`src/rtl/shift_right_pipe_pkg.sv`:
```
// Shared definitions for the pipelined right shifter: default sizes,
// shift-mode encodings and the mode decoder used at the pipe input.
// Optional feature macro: SHIFT_ROTR_EN (enables rotate-right for mode 2'b10).
package shift_right_pipe_pkg;

   localparam int RSP_WIDTH   = 32;
   localparam int RSP_SHAMT_W = 5;

   typedef enum logic [1:0] {
      SHIFT_MODE_SRL  = 2'b00,
      SHIFT_MODE_SRA  = 2'b01,
      SHIFT_MODE_ROTR = 2'b10
   } shift_mode_e;

   // Reserved encodings, and rotate when it is not built in, fall back to SRL.
   function automatic shift_mode_e decode_mode(input logic [1:0] raw);
      shift_mode_e m;
      case (raw)
         2'b01:   m = SHIFT_MODE_SRA;
`ifdef SHIFT_ROTR_EN
         2'b10:   m = SHIFT_MODE_ROTR;
`endif
         default: m = SHIFT_MODE_SRL;
      endcase
      return m;
   endfunction

endpackage

```
`src/rtl/shift_right_pipe_rshift_level.sv`:
```
// One fixed-distance level of the right-shift mux tree. When enabled the
// word moves right by DIST and the vacated top bits take the mode's fill:
// zeros for SRL, the carried sign for SRA, the wrapped low bits for ROTR.
// Optional feature macro: SHIFT_ROTR_EN.
module rshift_level
   import shift_right_pipe_pkg::*;
#(
   parameter int WIDTH = RSP_WIDTH,
   parameter int DIST  = 1
) (
   input  logic [WIDTH-1:0] data,
   input  logic             enable,
   input  shift_mode_e      mode,
   input  logic             sign,
   output logic [WIDTH-1:0] shifted
);

   logic [DIST-1:0] fill;

   // Select the fill bits for this mode, then apply the shift if enabled.
   always_comb begin
      fill = '0;
      case (mode)
         SHIFT_MODE_SRA:  fill = {DIST{sign}};
`ifdef SHIFT_ROTR_EN
         SHIFT_MODE_ROTR: fill = data[DIST-1:0];
`endif
         default:         fill = '0;
      endcase
      shifted = enable ? {fill, data[WIDTH-1:DIST]} : data;
   end

endmodule

```
`src/rtl/shift_right_pipe.sv`:
```
// Two-stage pipelined 32-bit right shifter (SRL/SRA, optional ROTR) with
// valid/ready handshakes on both sides. Stage 1 applies shamt[2:0]
// (1/2/4), stage 2 applies shamt[4:3] (8/16).
// Optional feature macro: SHIFT_ROTR_EN.
module shift_right_pipe
   import shift_right_pipe_pkg::*;
#(
   parameter int WIDTH   = RSP_WIDTH,
   parameter int SHAMT_W = RSP_SHAMT_W
) (
   input  logic               clock,
   input  logic               reset,
   input  logic               in_valid,
   output logic               in_ready,
   input  logic [WIDTH-1:0]   data_input,
   input  logic [SHAMT_W-1:0] ctrl_shiftamt,
   input  logic [1:0]         ctrl_mode,
   output logic               out_valid,
   input  logic               out_ready,
   output logic [WIDTH-1:0]   data_srl
);

   shift_mode_e      in_mode;
   logic             in_sign;
   logic [WIDTH-1:0] lvl1_data;
   logic [WIDTH-1:0] lvl2_data;
   logic [WIDTH-1:0] lvl4_data;
   logic [WIDTH-1:0] lvl8_data;
   logic [WIDTH-1:0] lvl16_data;

   logic             s1_valid;
   logic [WIDTH-1:0] s1_data;
   logic [1:0]       s1_hi_shamt;
   shift_mode_e      s1_mode;
   logic             s1_sign;

   logic             s2_valid;
   logic [WIDTH-1:0] s2_data;

   logic             advance;

   assign in_mode = decode_mode(ctrl_mode);
   assign in_sign = data_input[WIDTH-1];

   // Stage 2 can take new data when it is empty or its result is leaving;
   // stage 1 can accept when it is empty or it is moving into stage 2.
   assign advance   = !s2_valid || out_ready;
   assign in_ready  = !s1_valid || advance;
   assign out_valid = s2_valid;
   assign data_srl  = s2_data;

   rshift_level #(.WIDTH(WIDTH), .DIST(1)) u_lvl1 (
      .data(data_input), .enable(ctrl_shiftamt[0]), .mode(in_mode),
      .sign(in_sign), .shifted(lvl1_data)
   );
   rshift_level #(.WIDTH(WIDTH), .DIST(2)) u_lvl2 (
      .data(lvl1_data), .enable(ctrl_shiftamt[1]), .mode(in_mode),
      .sign(in_sign), .shifted(lvl2_data)
   );
   rshift_level #(.WIDTH(WIDTH), .DIST(4)) u_lvl4 (
      .data(lvl2_data), .enable(ctrl_shiftamt[2]), .mode(in_mode),
      .sign(in_sign), .shifted(lvl4_data)
   );
   rshift_level #(.WIDTH(WIDTH), .DIST(8)) u_lvl8 (
      .data(s1_data), .enable(s1_hi_shamt[0]), .mode(s1_mode),
      .sign(s1_sign), .shifted(lvl8_data)
   );
   rshift_level #(.WIDTH(WIDTH), .DIST(16)) u_lvl16 (
      .data(lvl8_data), .enable(s1_hi_shamt[1]), .mode(s1_mode),
      .sign(s1_sign), .shifted(lvl16_data)
   );

   // Stage 1 register: capture the partially shifted operand, the remaining
   // shift bits, the mode and the sign whenever the input side can move.
   always_ff @(posedge clock or negedge reset) begin
      if (!reset) begin
         s1_valid    <= 1'b0;
         s1_data     <= '0;
         s1_hi_shamt <= 2'b00;
         s1_mode     <= SHIFT_MODE_SRL;
         s1_sign     <= 1'b0;
      end else if (in_ready) begin
         s1_valid <= in_valid;
         if (in_valid) begin
            s1_data     <= lvl4_data;
            s1_hi_shamt <= ctrl_shiftamt[4:3];
            s1_mode     <= in_mode;
            s1_sign     <= in_sign;
         end
      end
   end

   // Stage 2 register: finish the shift and hold the result until consumed.
   always_ff @(posedge clock or negedge reset) begin
      if (!reset) begin
         s2_valid <= 1'b0;
         s2_data  <= '0;
      end else if (advance) begin
         s2_valid <= s1_valid;
         if (s1_valid) begin
            s2_data <= lvl16_data;
         end
      end
   end

endmodule

```
`config.mk`:
```
export PLATFORM = sky130hd
export DESIGN_NAME = shift_right_pipe
export DESIGN_NICKNAME = d
export VERILOG_FILES = /design/src/rtl/shift_right_pipe_pkg.sv /design/src/rtl/shift_right_pipe_rshift_level.sv /design/src/rtl/shift_right_pipe.sv
export SDC_FILE = /design/constraint.sdc
export NUM_CORES = 1
export LEC_CHECK = 0
export ABC_AREA = 1
export BUFFER_PORTS_ARGS = -buffer_cell sky130_fd_sc_hd__buf_2
export CAP_MARGIN = 30
export CORE_ASPECT_RATIO = 2
export CORE_MARGIN = 3
export CORE_UTILIZATION = 51
export CTS_CLUSTER_DIAMETER = 50
export CTS_CLUSTER_SIZE = 40
export DETAILED_ROUTE_END_ITERATION = 16
export PLACE_DENSITY = 0.77
export SYNTH_ARGS = -nofsm -noshare
export SYNTH_HDL_FRONTEND = slang
export SYNTH_SLANG_ARGS = --single-unit
```
`constraint.sdc`:
```
create_clock -name clock -period 1.1 [get_ports clock]
set_input_delay 0.22 -clock clock [delete_from_list [all_inputs] [get_ports clock]]
set_output_delay 0.22 -clock clock [all_outputs]
set_load 0.005 [all_outputs]
```
==> impl_metrics.yaml <==
placement:
  portBuffers: 76
  dp_hpwl_um: 8830
  gp_congestion: 1.09
  postPlaceCellArea_mm2: 0.00490
  dpl.cell_count: 791
setup_path:
  cp_max_fo: 22
  start_kind: "flop"
  worstSetupPathDepth: 5
  critPathKind: "flop to flop"
  startpoint: "s1_hi_shamt[0]"
  cp_common_cell: "nand2_1"
  rrSetupSlack_ns: -0.19
  worstPathCellList: "clkbuf_16 > o21ai_0 > nand2_1 > o211ai_1 > nand2_1"
  crit_required_ns: 1.33
  critical_path_buf_inv_count: 1
  worstSetupEndpointType: "flop"
  crit_path_end: "data_srl[0]"
  rr_startpoint: "s1_hi_shamt[0]"
  r2r_end: "data_srl[0]"
  crit_arrival_ns: 1.51
  worst_path_largest_cell_delay_ns: 0.45
  critical_path.top_delay_family: "flip-flops"
  slowest_stage: "dfrtp_2"
  r2r_cells: 5
clocking:
  clk_path_buf_depth: 2
  clock_sinks: 70
  cts_tree: "done"
  cts_made_buffers: 9
  clock_latency_ns: 0.34
  h-tree-depth: 3
  path_clk_slew_ns: 0.05
  clock-root-buffer: "clkbuf_16"
drt:
  via_count: 4794
  final_antenna_net_count: 0
  vias_per_cell: 5.80
  dr.first_iter.drc_count: 393
  routed_wl_um: 13700
  routedWlPerCell_um: 16.6
  dr.pass1.iters: 5
  remaining_drc_errors: 0
layout:
  post-route-util: 0.727
  final_area_mm2: 0.00582
  nFillCells: 602
  mostFrequentLayoutCells: "270 x nand2_1, 76 x buf_2, 69 x nand3_1, 69 x dfrtp_1, 29 x inv_1"
  drive_gt1_frac: 0.281
  layout.nets: 769
  areaGrowthSynthToFinish_pct: 38.1
  final_common_cell: "nand2_1"
  antennaDiodeCount: 0
  stdcell_count: 826
hold_path:
  holdCritPathClass: "input pin to flop"
  min_from: "ctrl_shiftamt[3]"
timing:
  fmax_ghz: 0.777
  fin_crit_sh: 1.17
  hold_viol: 0
  max-slew-margin-rel: 0.739
  finalWorstSetupSlack_ns: -0.186
  finalSetupViolations: 71
  rsz0062_at_grt: "yes"
  period_minus_slack_ns: 1.29
  finClkSkew_ns: 0.00362
  worstMarginPinSlew_ns: 0.388
  slew_violations: 0
grt:
  grt_overflow: 0
  grt_pass1_vias: 4279
  grt_pass1_wl_um: 19700
  grt_max_degree: 71
  antenna_found_initial: 0
  grt_util_all_layers: 0.261
outcome:
  violations: "setup timing"
  status: "complete, but fails checks"
floorplan:
  die_y_um: 135
  dieArea_mm2: 0.00946
  die_w_um: 70.3
  row_count: 46
  initial_core_util: 0.527
  core_area_mm2: 0.00800
  io_pins: 77
yosys:
  syn-instance-count: 627
  ys.warnings.count: 0
  ys_types: 23
  avgSynthCellArea_um2: 6.72
  netlist_area_mm2: 0.00421
  synth_seq_cells: 70
  synth_nets: 670
  seq_area_frac_synth: 0.416
power:
  p_per_area_mw_per_mm2: 1740
  power.leakage_nw: 2.97
  ir_drop_v: 0.00101
job:
  drv_cap: 0
==> through the flow <==
stage	power, mW	worst slack (ns)	hold slack, ns	setup TNS [ns]
2_1_floorplan	5.35	-0.0315	-0.0756	-0.573
3_3_place_gp	6.55	-0.193	0.265	-9.89
3_5_place_dp	6.65	-0.254	0.266	-11.73
4_1_cts	9.53	-0.153	0.106	-3.41
5_1_grt	10.6	-0.234	0.129	-12.05
6_report	10.1	-0.186	0.105	-8.95
==> routing by layer <==
| layer | track usage | wire (µm) | up-vias |
|---|---|---|---|
| li1 | - | - | 2234 |
| met1 | 0.271 | 4570 | 2259 |
| met4 | 0.146 | 861 | 0 |
| met2 | 0.484 | 7510 | 240 |
| met5 | 0 | 0 | - |
| met3 | 0.0417 | 751 | 61 |
==> synthesized netlist by cell type <==
library cell / instances / share of area
clkbuf_2: 1 / 0.0012
nor2_1: 17 / 0.015
nand2_2: 2 / 0.0030
buf_4: 5 / 0.0089
buf_1: 1 / 0.00089
nand3_1: 91 / 0.11
nor2_2: 1 / 0.0015
inv_2: 4 / 0.0036
a21oi_1: 9 / 0.011
o21ai_0: 35 / 0.042
nand3_2: 2 / 0.0048
clkbuf_1: 9 / 0.0080
dfrtp_1: 70 / 0.42
o21a_1: 8 / 0.014
buf_2: 24 / 0.029
nand4_1: 1 / 0.0015
buf_6: 1 / 0.0027
a31oi_1: 8 / 0.012
nand2_1: 289 / 0.26
o21ai_2: 2 / 0.0042
o21ai_1: 2 / 0.0024
o211ai_1: 16 / 0.029
inv_1: 29 / 0.026
==> state kept, by name, summed over array words and instances (netlist names) <==
signal       count
s1_mode          1
s1_sign          1
data_srl        32
s1_hi_shamt      2
out_valid        1
s1_valid         1
s1_data         32
==> kinds of logic after synthesis <==
logic type      share of synthesized area
simple gates                        0.391
compound gates                      0.113
buf+inv                            0.0796
flops                               0.416
==> area by class of cell <==
| type | count | area, µm² | share of cell area |
|---|---|---|---|
| Clock buffer | 15 | 288 | 0.0495 |
| Inverter | 33 | 155 | 0.0267 |
| Multi-Input combinational cell | 485 | 2440 | 0.420 |
| Sequential cell | 70 | 1750 | 0.301 |
| Tap cell | 96 | 120 | 0.0206 |
| Timing Repair Buffer | 122 | 995 | 0.171 |
| Timing Repair inverter | 5 | 66.3 | 0.0114 |
==> power breakdown <==
group,internal [mW],switching (mW)
Clock,1.76,1.03
Combinational,1.58,2.05
Sequential,3.26,0.419
==> tightest hold or removal path, cell delays in order <==
cell     delay, ns
buf_2         0.09
nand2_1       0.05
nand2_1       0.05
==> worst min path at each step <==
stage                     end  slack, ns  depth (start not counted)
6_report       s1_hi_shamt[0]       0.11                          3
5_1_grt        s1_hi_shamt[0]       0.13                          3
4_1_cts        s1_hi_shamt[0]       0.11                          3
3_5_place_dp      data_srl[4]       0.27                          2
3_3_place_gp     data_srl[21]       0.26                          2
2_1_floorplan     data_srl[0]      -0.08                          0
==> what timing repair did <==
| item | 4_1_cts | 5_1_grt |
|---|---|---|
| endpoints found under the setup margin | 68 | 70 |
| endpoints found under the hold margin | 70 | 0 |
| resized for setup | 35 | 82 |
| pin swaps | 4 | 19 |
| gates cloned | 1 | 11 |
| hold buffers | 1 | 0 |
| setup buffers | 3 | 4 |
No activity file was read; power rests on OpenSTA's default activity.
